**src/rtl/demux_sched_pkg.sv**
```systemverilog
// Shared constants, FSM state type and one-hot helper for the 1x8 demux scheduler.
// Latency: n/a (declarations only).
// Backpressure: n/a.
package demux_sched_pkg;

    localparam int NCH  = 8;
    localparam int SELW = 3;

    typedef enum logic [1:0] {
        IDLE  = 2'd0,
        SEND  = 2'd1,
        BCAST = 2'd2
    } state_t;

    // Channel index to one-hot channel valid vector.
    function automatic logic [NCH-1:0] onehot(input logic [SELW-1:0] sel);
        logic [NCH-1:0] v;
        v      = '0;
        v[sel] = 1'b1;
        return v;
    endfunction

endpackage

```
**src/rtl/demux_1x8_sched_if.sv**
```systemverilog
// Producer-side and channel-side handshake bundle of the 1x8 demux scheduler.
// Latency: n/a (wiring only).
// Backpressure: in_valid/in_ready toward the producer, out_valid/out_ready per channel.
interface demux_1x8_sched_if
    import demux_sched_pkg::*;
#(
    parameter int DW = 8
) ();

    logic            in_valid;
    logic            in_ready;
    logic [DW-1:0]   in_data;
    logic [SELW-1:0] in_sel;
    logic            in_bcast;
    logic [NCH-1:0]  cfg_mask;
    logic [NCH-1:0]  out_valid;
    logic [NCH-1:0]  out_ready;
    logic [DW-1:0]   out_data;

    // Scheduler side.
    modport master (
        input  in_valid, in_data, in_sel, in_bcast, cfg_mask, out_ready,
        output in_ready, out_valid, out_data
    );

    // Producer / consumer side.
    modport slave (
        output in_valid, in_data, in_sel, in_bcast, cfg_mask, out_ready,
        input  in_ready, out_valid, out_data
    );

endinterface

```
**src/rtl/demux_next_ch.sv**
```systemverilog
// Finds the lowest set mask bit above i_ptr, or the lowest set bit overall when i_from_start=1.
// Latency: combinational.
// Backpressure: none; o_none=1 when no qualifying bit exists.
module demux_next_ch
    import demux_sched_pkg::*;
(
    input  logic [NCH-1:0]  i_mask,
    input  logic [SELW-1:0] i_ptr,
    input  logic            i_from_start,
    output logic [SELW-1:0] o_nxt,
    output logic            o_none
);

    // Scan from the top down so the last hit is the lowest qualifying index.
    always_comb begin
        o_nxt  = '0;
        o_none = 1'b1;
        for (int i = NCH - 1; i >= 0; i--) begin
            if (i_mask[i] && (i_from_start || (SELW'(i) > i_ptr))) begin
                o_nxt  = SELW'(i);
                o_none = 1'b0;
            end
        end
    end

endmodule

```
**src/rtl/demux_1x8_sched.sv**
```systemverilog
// Steers one accepted word to a selected channel or walks it across a broadcast mask.
// Latency: 1 cycle accept-to-out_valid; one word in flight, so in_ready=0 while busy.
// Backpressure: holds out_valid/out_data until out_ready[active]; DEMUX_SCHED_TIMEOUT_EN drops a stalled channel.
module demux_1x8_sched
    import demux_sched_pkg::*;
#(
    parameter int DW      = 8,
    parameter int TIMEOUT = 16
) (
    input  logic            clk,
    input  logic            rst_n,
    demux_1x8_sched_if.master bus,
    output logic            busy,
    output logic            done,
    output logic            err,
    output logic [SELW-1:0] err_ch
);

    state_t          r_state;
    logic [DW-1:0]   r_data;
    logic [SELW-1:0] r_sel;
    logic [SELW-1:0] r_ptr;
    logic [NCH-1:0]  r_mask;
    logic [NCH-1:0]  r_out_valid;
    logic            r_done;

    logic            w_idle;
    logic            w_acc;
    logic [SELW-1:0] w_act;
    logic            w_hs;
    logic            w_to;
    logic            w_drop;
    logic [SELW-1:0] w_nxt;
    logic            w_none;

    assign w_idle = (r_state == IDLE);
    assign w_acc  = bus.in_valid && bus.in_ready;
    assign w_act  = (r_state == SEND) ? r_sel : r_ptr;
    // Only the active channel's ready matters; other channels are ignored.
    assign w_hs   = !w_idle && bus.out_ready[w_act];
    assign w_drop = w_hs || w_to;

    // In IDLE search the incoming mask from bit 0; otherwise search the held mask above ptr.
    demux_next_ch u_next_ch (
        .i_mask       (w_idle ? bus.cfg_mask : r_mask),
        .i_ptr        (r_ptr),
        .i_from_start (w_idle),
        .o_nxt        (w_nxt),
        .o_none       (w_none)
    );

    // Scheduler FSM with registered channel valid, data and done pulse.
    always_ff @(posedge clk or negedge rst_n) begin
        if (!rst_n) begin
            r_state     <= IDLE;
            r_data      <= '0;
            r_sel       <= '0;
            r_ptr       <= '0;
            r_mask      <= '0;
            r_out_valid <= '0;
            r_done      <= 1'b0;
        end else begin
            r_done <= 1'b0;
            case (r_state)
                IDLE: begin
                    if (w_acc) begin
                        r_data <= bus.in_data;
                        r_sel  <= bus.in_sel;
                        r_mask <= bus.cfg_mask;
                        if (!bus.in_bcast) begin
                            r_state     <= SEND;
                            r_out_valid <= onehot(bus.in_sel);
                        end else if (!w_none) begin
                            r_state     <= BCAST;
                            r_ptr       <= w_nxt;
                            r_out_valid <= onehot(w_nxt);
                        end else begin
                            // Empty broadcast: nothing to deliver, complete at once.
                            r_done <= 1'b1;
                        end
                    end
                end
                SEND: begin
                    if (w_drop) begin
                        r_state     <= IDLE;
                        r_out_valid <= '0;
                        r_done      <= 1'b1;
                    end
                end
                BCAST: begin
                    if (w_drop) begin
                        if (w_none) begin
                            r_state     <= IDLE;
                            r_out_valid <= '0;
                            r_done      <= 1'b1;
                        end else begin
                            r_ptr       <= w_nxt;
                            r_out_valid <= onehot(w_nxt);
                        end
                    end
                end
                default: begin
                    r_state     <= IDLE;
                    r_out_valid <= '0;
                end
            endcase
        end
    end

`ifdef DEMUX_SCHED_TIMEOUT_EN
    localparam int CW = $clog2(TIMEOUT + 1);

    logic [CW-1:0]   r_stall;
    logic            r_err;
    logic [SELW-1:0] r_err_ch;

    // Drop on the TIMEOUT-th consecutive stalled cycle of the same channel.
    assign w_to = !w_idle && !w_hs && (r_stall == CW'(TIMEOUT - 1));

    // Stall counter per active channel plus the error pulse and sticky channel id.
    always_ff @(posedge clk or negedge rst_n) begin
        if (!rst_n) begin
            r_stall  <= '0;
            r_err    <= 1'b0;
            r_err_ch <= '0;
        end else begin
            r_err <= w_to;
            if (w_to) begin
                r_err_ch <= w_act;
            end
            if (w_idle || w_hs || w_to) begin
                r_stall <= '0;
            end else begin
                r_stall <= r_stall + 1'b1;
            end
        end
    end

    assign err    = r_err;
    assign err_ch = r_err_ch;
`else
    assign w_to   = 1'b0;
    assign err    = 1'b0;
    assign err_ch = '0;
`endif

    assign bus.in_ready  = rst_n && w_idle;
    assign bus.out_valid = r_out_valid;
    assign bus.out_data  = r_data;
    assign busy          = !w_idle;
    assign done          = r_done;

endmodule

```
**src/flat_wrapper.sv**
```systemverilog
// flat-port wrapper written by rule: the top's interface ports become plain ports
module demux_1x8_sched_flat import demux_sched_pkg::*;
#(
    parameter int DW      = 8,
    parameter int TIMEOUT = 16
)
  (clk, rst_n, busy, done, err, err_ch, bus_in_valid, bus_in_data, bus_in_sel, bus_in_bcast, bus_cfg_mask, bus_out_ready, bus_in_ready, bus_out_valid, bus_out_data);
  demux_1x8_sched_if #(.DW(DW)) bus_i ();
  input  logic clk;
  input  logic rst_n;
  output logic busy;
  output logic done;
  output logic err;
  output logic [SELW-1:0] err_ch;
  input wire logic [$bits(bus_i.in_valid)-1:0] bus_in_valid;
  input wire logic [$bits(bus_i.in_data)-1:0] bus_in_data;
  input wire logic [$bits(bus_i.in_sel)-1:0] bus_in_sel;
  input wire logic [$bits(bus_i.in_bcast)-1:0] bus_in_bcast;
  input wire logic [$bits(bus_i.cfg_mask)-1:0] bus_cfg_mask;
  input wire logic [$bits(bus_i.out_ready)-1:0] bus_out_ready;
  output wire logic [$bits(bus_i.in_ready)-1:0] bus_in_ready;
  output wire logic [$bits(bus_i.out_valid)-1:0] bus_out_valid;
  output wire logic [$bits(bus_i.out_data)-1:0] bus_out_data;
  assign bus_i.in_valid = bus_in_valid;
  assign bus_i.in_data = bus_in_data;
  assign bus_i.in_sel = bus_in_sel;
  assign bus_i.in_bcast = bus_in_bcast;
  assign bus_i.cfg_mask = bus_cfg_mask;
  assign bus_i.out_ready = bus_out_ready;
  assign bus_in_ready = bus_i.in_ready;
  assign bus_out_valid = bus_i.out_valid;
  assign bus_out_data = bus_i.out_data;
  demux_1x8_sched #(.DW(DW), .TIMEOUT(TIMEOUT)) u_core (.clk(clk), .rst_n(rst_n), .bus(bus_i), .busy(busy), .done(done), .err(err), .err_ch(err_ch));
endmodule
```
**config.mk**
```make
export PLATFORM = sky130hd
export DESIGN_NAME = demux_1x8_sched_flat
export DESIGN_NICKNAME = d
export VERILOG_FILES = /design/src/rtl/demux_sched_pkg.sv /design/src/rtl/demux_1x8_sched_if.sv /design/src/rtl/demux_next_ch.sv /design/src/rtl/demux_1x8_sched.sv /design/src/flat_wrapper.sv
export SDC_FILE = /design/constraint.sdc
export NUM_CORES = 1
export LEC_CHECK = 0
export BUFFER_PORTS_ARGS = -buffer_cell sky130_fd_sc_hd__buf_2
export CORE_MARGIN = 2
export CORE_UTILIZATION = 48
export CTS_CLUSTER_DIAMETER = 80
export DETAILED_ROUTE_END_ITERATION = 7
export GPL_ROUTABILITY_DRIVEN = 0
export PLACE_DENSITY = 0.74
export RECOVER_POWER = 100
export SYNTH_ARGS = -nofsm -noshare
export SYNTH_HDL_FRONTEND = slang
export SYNTH_SLANG_ARGS = --single-unit
```
**constraint.sdc**
```tcl
create_clock -name clk -period 2.2 [get_ports clk]
set_input_delay 0.44 -clock clk [delete_from_list [all_inputs] [get_ports clk]]
set_output_delay 0.44 -clock clk [all_outputs]
set_load 0.01 [all_outputs]
```
==> metrics.csv <==
stage,metric,value,unit
timing,fmax,404.2,MHz
timing,Finish-stage setup viols,13,
synth,ys async rst share,100.0,%
global_routing,pin count of the biggest net entering global routing,22,
run,Max-cap violations,0,
floorplanning,num rows,24,
finish,share of layout cells above drive strength 1,48.87,%
synth,Cell variety after synth,59,
timing,post-layout minimum cycle time,2.474,ns
floorplanning,Die X,70.08,um
routing,WL final,6024,um
timing,Pins Over Slew Limit,0,
routing,Via density,5.776,
clock_tree,hold buffer count at CTS,0,
setup_path,critical path arrival,2.65,ns
setup_path,critical-path cell list,clkbuf_1 -> nor2_4 -> inv_4 -> a31oi_2 -> nand2b_1 -> a41oi_2 -> a211o_1 -> buf_6 -> o2bb2ai_1 -> mux2_4,
finish,"commonest cells after routing, fill and taps aside","buf_4, buf_2, dfrtp_1, clkbuf_1, mux2_2",
finish,nets@finish,339,
status,outcome,"finished, violations left",
global_routing,first-pass GRT wire length,8976,um
hold_path,min-delay worst type,primary input to asynchronous set/reset pin,
timing,Final Worst Setup Slack,-0.2740,ns
clock_tree,CTS Buffer Depth,2,
routing,Final ANT Viol Nets,0,
synth,"Primary FF master, synth",dfrtp_1,
synth,"flops & latches, synth",32,
timing,Tcrit/Tclk final,112.5,%
placed_design,placed inst area,2700,um2
timing,Hold Fails Final Rpt,0,
finish,Area Overhead vs Synth,45.31,%
setup_path,critical path peak fanout,7,
global_routing,gr usage total,22.93,%
synth,Syn Std Cell Area,2096,um2
setup_path,Worst setup SP type,flip-flop,
floorplanning,Chip Height,70.08,um
status,failing checks,negative setup slack,
power,Max VDD drop,0.0007685,V
floorplanning,Core Region,4264,um2
setup_path,CP peak stage delay,0.46,ns
timing,worst-margin pin slew,1.085,ns
clock_tree,Worst-Skew Late Latency,0.29,ns
timing,unrepaired setup endpoints after global routing,true,
clock_tree,root buffer cell,clkbuf_8,
timing,Fin Clk Skew,0.007379,ns
setup_path,CP Class,flip-flop to flip-flop,
synth,Cells after Synth,208,
setup_path,Crit-path slowest cell,dfrtp_2,
synth,register area share after synthesis,38.21,%
global_routing,number of global-route vias before repair,1964,
finish,multi-input logic area,1383,um2
finish,Reg area,803.3,um2
finish,antenna diode count,0,
finish,"commonest non-fill, non-tap cell in the layout",buf_4,
floorplanning,die footprint,4911,um2
routing,DRC,0,
power,leakage power,1.340,nW
setup_path,Critical Path End Type,flip-flop,
synth,YS warnings,0,
setup_path,worst path required time,2.38,ns
floorplanning,Ports,54,
clock_tree,clock net sink count,32,
placed_design,DP HPWL,4184,um
floorplanning,Initial Utilization,49.15,%
finish,Finished Cell Area,3045,um2
clock_tree,CTS Buf Count,5,
routing,DR iter-0 viols,116,
finish,fill cell count,310,
synth,syn_area_per_cell,10.08,um2
power,PwrDens,1533,nW/um2
global_routing,total global routing overflow,0,
clock_tree,TritonCTS clock tree,done,
global_routing,antenna violations before repair,0,
synth,Post-synth EDFFs,0,
timing,total negative slack,-2.556,ns
timing,Worst slew margin,27.64,%
clock_tree,Clock Pin Slew Worst Setup and Hold Paths,0.08,ns
placed_design,Port Buffers,49,
clock_tree,H-tree levels,2,
routing,wire per inst,16.69,um
routing,DR vias,2085,
routing,DRT Pass-1 Iters,4,
-- through the flow --
stage	hold slack [ns]	instances	utilization, %	worst slack, ns	power, W
finish	0.3420	361	71.42	-0.2740	0.004670
detailed placement	0.4247	342	63.32	-0.3214	0.003547
floorplan	0.1444	211	-	-0.1646	0.002605
global route	0.3749	361	71.42	-0.4129	0.004943
global placement	0.4169	342	63.32	-0.2905	0.003490
CTS	0.1122	357	68.31	-0.2738	0.004307
-- final timing paths --
check,startpoint,endpoint,slack (ns),cells after the start
setup reg to reg,u_core.r_state[1],u_core.bus.out_valid[1],-0.27,10
max in group asynchronous,rst_n,u_core.r_state[1],1.00,2
min in group clk,bus_in_data[3],u_core.bus.out_data[3],0.37,2
hold / removal,rst_n,u_core.bus.out_data[2],0.34,2
hold reg to reg,u_core.r_mask[3],u_core.r_mask[3],0.50,1
setup / recovery,u_core.r_state[1],u_core.bus.out_valid[1],-0.27,10
-- logic make-up after synthesis --
group           synth area share, %
other cells                  0.1789
mux                           15.46
compound gates                21.49
flops                         38.21
simple gates                  18.69
buf+inv                       5.970
-- final cells by class --
type	count	area share [%]
clock inverters	3	1.397
clock buffers	5	2.260
well taps	52	2.136
inverters	6	0.8217
multi-input cells	157	45.40
repair buffers	106	21.61
flip-flops and latches	32	26.38
-- critical path, delay by kind of cell, from the launching register on --
family / cells / cell delay [ns]
AO/OA/AOI/OAI: 4 / 0.87
buffers and inverters: 3 / 0.38
flip-flops: 1 / 0.46
multiplexers: 1 / 0.27
AND/OR/NAND/NOR: 2 / 0.39
-- timing repair --
item | in CTS | in global routing
gates cloned | 0 | 0
setup endpoints to repair | 13 | 13
gates resized for setup | 12 | 28
pin swaps | 8 | 19
buffers inserted | 8 | 5
-- report_power, final --
group          switching [W]  internal [W]
Clock               0.000239      0.000335
Sequential          0.000233      0.000855
Combinational        0.00142       0.00158
Total                0.00190       0.00277
-- Yosys cell counts, types with 2 or more instances --
cell / number / area, um2
a2111oi_0: 2 / 17.52
a211oi_1: 3 / 22.52
a21o_1: 2 / 15.01
a21oi_1: 7 / 35.03
a221o_1: 4 / 40.04
a221oi_1: 2 / 17.52
a22oi_1: 2 / 15.01
a31oi_1: 2 / 12.51
and2_1: 4 / 25.02
buf_2: 4 / 20.02
buf_4: 4 / 30.03
buf_6: 3 / 33.78
clkbuf_1: 5 / 18.77
dfrtp_1: 32 / 800.8
inv_1: 5 / 18.77
mux2_1: 6 / 67.56
mux2_2: 18 / 202.7
mux2i_1: 4 / 40.04
nand2_1: 15 / 56.30
nand2b_1: 9 / 56.30
nand3_1: 5 / 25.02
nand4_1: 2 / 12.51
nor2_1: 14 / 52.55
nor2b_1: 2 / 12.51
nor3_1: 3 / 15.01
nor3b_1: 4 / 30.03
nor4_1: 3 / 18.77
nor4b_1: 2 / 17.52
o21a_1: 2 / 15.01
o21ai_0: 5 / 25.02
o2bb2ai_1: 2 / 17.52
o32ai_1: 2 / 17.52
or3_1: 3 / 18.77
-- layer usage --
layer / track usage (%) / wire [um] / up-vias
li1: - / - / 972
met1: 27.98 / 2463 / 1010
met2: 38.62 / 3019 / 79
met3: 5.051 / 341 / 24
met4: 10.47 / 201 / 0
met5: 0 / 0 / -
-- state kept, by name (all words and copies together) (netlist names) --
register              cells
u_core.bus.out_data       8
u_core.bus.out_valid      8
u_core.r_mask             7
u_core.r_ptr              3
u_core.r_sel              3
u_core.r_state            2
u_core.done               1
No activity file was read; power rests on OpenSTA's default activity.
